### config.mk
export PLATFORM = sky130hd
export DESIGN_NAME = imem_load_ctrl
export DESIGN_NICKNAME = d
export VERILOG_FILES = /design/src/rtl/imem_load_ctrl.sv
export SDC_FILE = /design/constraint.sdc
export NUM_CORES = 1
export LEC_CHECK = 0
export ABC_AREA = 0
export BUFFER_PORTS_ARGS = -buffer_cell sky130_fd_sc_hd__buf_4
export CAP_MARGIN = 25
export CORE_MARGIN = 4
export CORE_UTILIZATION = 51
export DETAILED_ROUTE_END_ITERATION = 8
export GPL_TIMING_DRIVEN = 0
export HOLD_SLACK_MARGIN = 0.05
export PLACE_DENSITY = 0.94
export SLEW_MARGIN = 10
export SYNTH_ARGS = -nofsm -noshare
export SYNTH_HDL_FRONTEND = slang
export SYNTH_SLANG_ARGS = --single-unit
### constraint.sdc
create_clock -name CLK -period 4 [get_ports CLK]
set_input_delay 0.8 -clock CLK [delete_from_list [all_inputs] [get_ports CLK]]
set_output_delay 0.8 -clock CLK [all_outputs]
set_load 0.01 [all_outputs]
### src/rtl/imem_load_ctrl.sv
// imem_load_ctrl: loads a 128x32 instruction memory from a host byte stream, then releases the core to fetch.
// Ports:
//   CLK, RESETn          - clock, synchronous active-low reset
//   load_start, load_len - start a program load of load_len words (1..128)
//   run_start            - release the core without loading
//   PC, Instr            - core fetch address in, fetched instruction out
//   rx_valid/rx_data/rx_ready - host byte stream, little-endian words
//   mem_addr/mem_we/mem_wdata/mem_rdata - instruction memory port
//   cpu_hold, load_done, load_err - core hold, load-complete pulse, sticky bad-length flag
module imem_load_ctrl (
    input  logic        CLK,
    input  logic        RESETn,
    input  logic        load_start,
    input  logic [7:0]  load_len,
    input  logic        run_start,
    input  logic [31:0] PC,
    input  logic        rx_valid,
    input  logic [7:0]  rx_data,
    output logic        rx_ready,
    input  logic [31:0] mem_rdata,
    output logic [6:0]  mem_addr,
    output logic        mem_we,
    output logic [31:0] mem_wdata,
    output logic [31:0] Instr,
    output logic        cpu_hold,
    output logic        load_done,
    output logic        load_err
);
    typedef enum logic [1:0] {IDLE, LOAD, RUN} state_t;
    state_t      state, state_nxt;
    logic [7:0]  len;
    logic [6:0]  word_cnt;
    logic [1:0]  byte_cnt;
    logic [23:0] wbuf;
    logic        len_ok;
    logic        rx_fire;
    assign len_ok  = load_len != 8'd0 && load_len <= 8'd128;
    assign rx_fire = rx_valid && rx_ready;
    always_ff @(posedge CLK) begin
        if (!RESETn) state <= IDLE;
        else         state <= state_nxt;
    end
    always_comb begin
        state_nxt = state;
        case (state)
            IDLE:    state_nxt = load_start ? (len_ok ? LOAD : IDLE) : (run_start ? RUN : IDLE);
            LOAD:    state_nxt = load_done ? RUN : LOAD;
            RUN:     state_nxt = (load_start && len_ok) ? LOAD : RUN;
            default: state_nxt = IDLE;
        endcase
    end
    always_comb begin
        cpu_hold  = state != RUN;
        rx_ready  = state == LOAD;
        // the write cycle of the last word is the done cycle; len is 1..128 while loading
        load_done = state == LOAD && mem_we && {1'b0, word_cnt} == len - 8'd1;
        mem_addr  = mem_we ? word_cnt : PC[8:2];
        Instr     = (state == RUN && PC <= 32'h0000_01FC) ? mem_rdata : 32'h0;
    end
    always_ff @(posedge CLK) begin
        if (!RESETn) begin
            len       <= 8'd0;
            word_cnt  <= 7'd0;
            byte_cnt  <= 2'd0;
            wbuf      <= 24'd0;
            mem_we    <= 1'b0;
            mem_wdata <= 32'd0;
            load_err  <= 1'b0;
        end else begin
            mem_we <= 1'b0;
            if (state != LOAD && load_start) begin
                if (len_ok) begin
                    len      <= load_len;
                    word_cnt <= 7'd0;
                    byte_cnt <= 2'd0;
                    load_err <= 1'b0;
                end else begin
                    load_err <= 1'b1;
                end
            end
            if (state == LOAD) begin
                // address is consumed in the write cycle, so advance afterwards
                if (mem_we) word_cnt <= word_cnt + 7'd1;
                if (rx_fire) begin
                    byte_cnt <= byte_cnt + 2'd1;
                    if (byte_cnt == 2'd0) wbuf[7:0]   <= rx_data;
                    if (byte_cnt == 2'd1) wbuf[15:8]  <= rx_data;
                    if (byte_cnt == 2'd2) wbuf[23:16] <= rx_data;
                    if (byte_cnt == 2'd3) begin
                        mem_we    <= 1'b1;
                        mem_wdata <= {rx_data, wbuf};
                    end
                end
            end
        end
    end
endmodule

=== Yosys cells after proc, flatten, opt, wreduce, memory -nomap -nowiden ===
Index checks and enable logic that the tools add are counted.

* $add $sub $neg: 3
* $lt $le $gt $ge: 2
* Equal/unequal tests: 8
* Mux-type cells: 18
* Reduce and logical (&&, ||, !) cells: 16

{| class="wikitable"
|+ Operators by type and width
! kind !! count
|-
| two-way mux 7 bit || 5
|-
| <= comparator 32 x 9 -> 1 bit, second input constant || 1
|-
| two-way mux 32 bit || 1
|-
| two-way mux 2 bit || 8
|-
| AND reduction 3 bit || 5
|-
| equality test 7 x 8 -> 1 bit || 1
|-
| <= comparator 8 bit, second input constant || 1
|-
| nonzero test 8 bit || 1
|-
| subtractor 8 x 1 -> 8 bit, second input constant || 1
|-
| adder 7 x 1 -> 7 bit, second input constant || 1
|-
| logical AND 1 bit || 7
|-
| equality test 2 bit, second input constant || 3
|-
| case mux 2 bit (3 select lines) || 1
|-
| equality test 2 x 1 -> 1 bit, second input constant || 2
|-
| zero test 2 bit || 2
|-
| two-way mux 1 bit || 3
|-
| adder 2 x 1 -> 2 bit, second input constant || 1
|-
| inequality test 2 x 1 -> 1 bit, second input constant || 1
|-
| inequality test 2 bit, second input constant || 1
|-
| AND reduction 2 bit || 1
|}

* Register bits after elaboration: 77
* Bits of input ports: 85
* Output and inout port bits: 76
* Word-level logic and storage cells: 57

=== Depth between registers and ports, before layout ===
* Depth in word-level cells: 6
* Depth in mapped cells: 9

=== Worst setup path before layout ===
OpenSTA, ideal clock, no wires.

* Path type: input port to output port
* Start: in PC[9]
* End: out Instr[10]
* Arrival time: 1.910 ns
* Required time: 3.200 ns
* Setup slack: 1.290 ns
* Stages: 5
* Path buffers: 1
* Path through: nor4_1 nand4b_1 nor3_1 clkbuf_1 and2_1

* Word-level cells in the longest chain between the ends: 3

{| class="wikitable"
|+ RTL lines
! item !! line !! RTL
|-
| from (decl) || 16 || <nowiki>input logic [31:0] PC,</nowiki>
|-
| <= comparator 32 x 9 -> 1 bit || 58 || <nowiki>Instr = (state == RUN && PC <= 32'h0000_01FC) ? mem_rdata : 32'h0;</nowiki>
|-
| logical AND 1 bit || 58 ||
|-
| two-way mux 32 bit || 58 ||
|-
| to (decl) || 24 || <nowiki>output logic [31:0] Instr,</nowiki>
|}

No other way between the ends.

=== Worst setup path after layout ===
* Start: in PC[11]
* End: out Instr[30]

The elaborated chain is that of the path after synthesis.

==> flow_summary.ini <==
[outcome]
outcome = finished, final reports clean

[final_layout]
fin_nets = 706
syn2layout_area_growth_pct = 42.2
drive_gt1_share_pct = 31.3
fin_util_pct = 74.3
fillers = 490

[pwr]
peakVddDrop_v = 0.000328
power_uw = 1520
power_per_cell_area_mw_per_mm2 = 302
p_leak_uw = 0.00211

[logic_synthesis]
synthSimpleGateAreaFrac_pct = 29.7
yosysTopAreaCellShare_pct = 43.7
synth_edf_count = 0
synth_top_family_by_area = simple AND/OR/NAND/NOR gates
synth_ff_type = dfxtp_1
ys_async_sr_fraction_pct = 0
yosysWarnings = 0
synth_xor_area_share_pct = 3.47
synth_compound_area_share_pct = 12.6
synthAdderAreaFrac_pct = 2.13
synth_area_leader_cell = dfxtp_1
synth_mux_area_share_pct = 4.50
synth.area.top_cells = dfxtp_1 44%, nand2_1 13%, a21oi_1 8.4%
syn-mean-instance-area_um2 = 7.95
syn-num-nets = 535
syn_area_mm2 = 0.00353
yosys_register_bits = 77
synth-seq-area-share_pct = 43.7
yosysUniqueCellTypes = 46
netlist_instances = 444

[route]
avgViaCountPerCell = 5.36
vias = 3767
drc_errors = 0
post_drt_wl_per_cell_um = 16.7
drt_iter0_markers = 264
ant_nets = 0
routed_wl_um = 11700
first_pass_iters = 5

[timing]
fin_crit_ns = 3.33
finClkSkew_ns = 0.0139
hold_violations = 0
finalCritPeriodShare_pct = 83.2
fmax_mhz = 300
worst_slew_pin_slew_ns = 0.505
relSlewSlack_pct = 66.3
grt_setup_unrepaired = false
setup-violations-final = 0
timing.setup.tns_ns = 0
slew_violations = 0
worst_hold_slack_ns = 0.458

[setup_path]
setup.worst_path.start = PC[11]
critPathLaunchType = primary input
r2r-end = state[0]
crit_end = Instr[30]
end_kind = primary output
reg2regPathDepth = 7
cp_data_required_time_ns = 3.20
r2r-start = len[0]
ff2ff_setup_slack_ns = 1.79
cp.arrival_ns = 2.53
path_max_fanout = 10
crit_type = in -> out

[clock_network]
post-cts-setup-buffers = 0
cts-root-buf = clkbuf_8
htreeDepth = 3
clock_sinks = 77
clk_path_buf_depth = 2
clkLatencyLatePin_ns = 0.36
clk_pin_slew_worst_paths_ns = 0.08
holdBufCountCts = 0
cts_buffers = 9
cts_resized = 0
tritoncts = yes

[die]
io_pins = 161
core-area_mm2 = 0.00676
start_util_pct = 52.2
fp-row-count = 30
dieArea_mm2 = 0.00832
fp.dieW_um = 91.2
die_height_um = 91.2

[placed_design]
numPortBuffers = 160
gp_congestion = 0.955
dp_hpwl_um = 9230

[global_routing]
grt_antenna_before_repair = 2
grt_pass1_wl_um = 18600
grt_max_degree = 16
grt_util_all_layers_pct = 28.1
grt.overflow.total = 0
first_global_vias = 3821

[worst_hold_path]
hold_class = reg -> reg

[run]
drv_cap = 0
-- cells by family (layout without fill, tap and decap cells) --
logic type / count (synthesis) / after routing
buffers and inverters: 34 / 210
XOR/XNOR: 14 / 14
AO/OA/AOI/OAI: 76 / 76
multiplexers: 15 / 15
flip-flops: 77 / 77
adder cells (fa/ha/maj): 6 / 6
AND/OR/NAND/NOR: 222 / 222
other: 0 / 3
-- where the power goes --
group,internal [uW],switching (uW)
sequential,776,9.48
combinational,98.7,84.2
clock,234,316
total,1110,409
-- final cells by class --
| cell class | instances | area [um2] | share of cell area (%) |
|---|---|---|---|
| inverter | 6 | 22.5 | 0.449 |
| tap | 80 | 100 | 1.99 |
| clock buffer | 9 | 124 | 2.47 |
| clock inverter | 7 | 57.6 | 1.15 |
| timing repair buffer | 160 | 1200 | 23.9 |
| sequential | 77 | 1540 | 30.7 |
| multi-input combinational | 333 | 1850 | 36.9 |
| antenna | 3 | 7.51 | 0.150 |
| buffer | 28 | 115 | 2.29 |
-- metrics by stage --
stage	std cells	cell area, um2	setup slack [ns]
floorplan	444	3530	1.29
global placement	684	4830	0.656
detailed placement	684	4830	0.644
CTS	700	5010	0.633
global route	703	5020	0.533
finish	703	5020	0.672
-- how the worst min path moves through the flow --
stage	startpoint	endpoint	slack, ns	cells after the start
2_1_floorplan	wbuf[0]	mem_wdata[0]	0.43	2
3_3_place_gp	wbuf[0]	mem_wdata[0]	0.44	2
3_5_place_dp	wbuf[5]	mem_wdata[5]	0.44	2
4_1_cts	wbuf[18]	mem_wdata[18]	0.46	2
5_1_grt	wbuf[18]	mem_wdata[18]	0.47	2
6_report	wbuf[5]	mem_wdata[5]	0.46	2
-- layer usage --
metal  track usage [%]  vias up  wire [um]  share of wire [%]
met5                 0        -          0                  0
met4              16.8        0        542                4.6
met3              7.79       36       1050                9.0
met2              52.3      195       6250                 53
met1              27.3     1721       3880                 33
li1                  -     1815          -                  -
-- sequential cells by signal, summed over array words and instances (netlist names) --
| register | cells |
|---|---|
| byte_cnt | 2 |
| wbuf | 24 |
| mem_wdata | 32 |
| mem_we | 1 |
| len | 8 |
| word_cnt | 7 |
| state | 2 |
| load_err | 1 |
-- worst max-delay path: stages --
cell and delay, ns:
buf_4 0.11, nor4_1 0.38, nand4b_1 0.16, nor3_1 0.44, clkbuf_1 0.28, and2_1 0.22
buf_4 0.14
-- placed cells by master, fill, tap and decap left out, types with 2 or more instances in the layout --
master,count
o21a_1,4
or4_1,3
nor3_1,5
clkinvlp_4,2
nand2b_1,2
inv_6,2
xor2_1,6
dfxtp_1,77
nand3_1,7
inv_1,5
diode_2,3
clkbuf_8,9
and2_1,33
nor2_1,25
and3_1,7
mux2i_1,8
a21oi_1,59
nor4_1,6
nand2_1,120
clkbuf_1,25
o21ai_0,2
nand3b_1,3
buf_4,160
mux2_2,7
buf_2,2
ha_1,6
xnor2_1,8
-- cells in the mapped netlist (all sizes together), types with 3 or more instances --
master    n
nand3     7
a21oi    59
nand3b    3
inv       6
o21a      4
mux2i     8
dfxtp    77
ha        6
nor2     25
xnor2     8
nand2   121
mux2      7
and2     33
nor4      7
or4       3
xor2      6
nor3      6
clkbuf   25
buf       3
and3      7
Power figures use the tool's default switching activity.
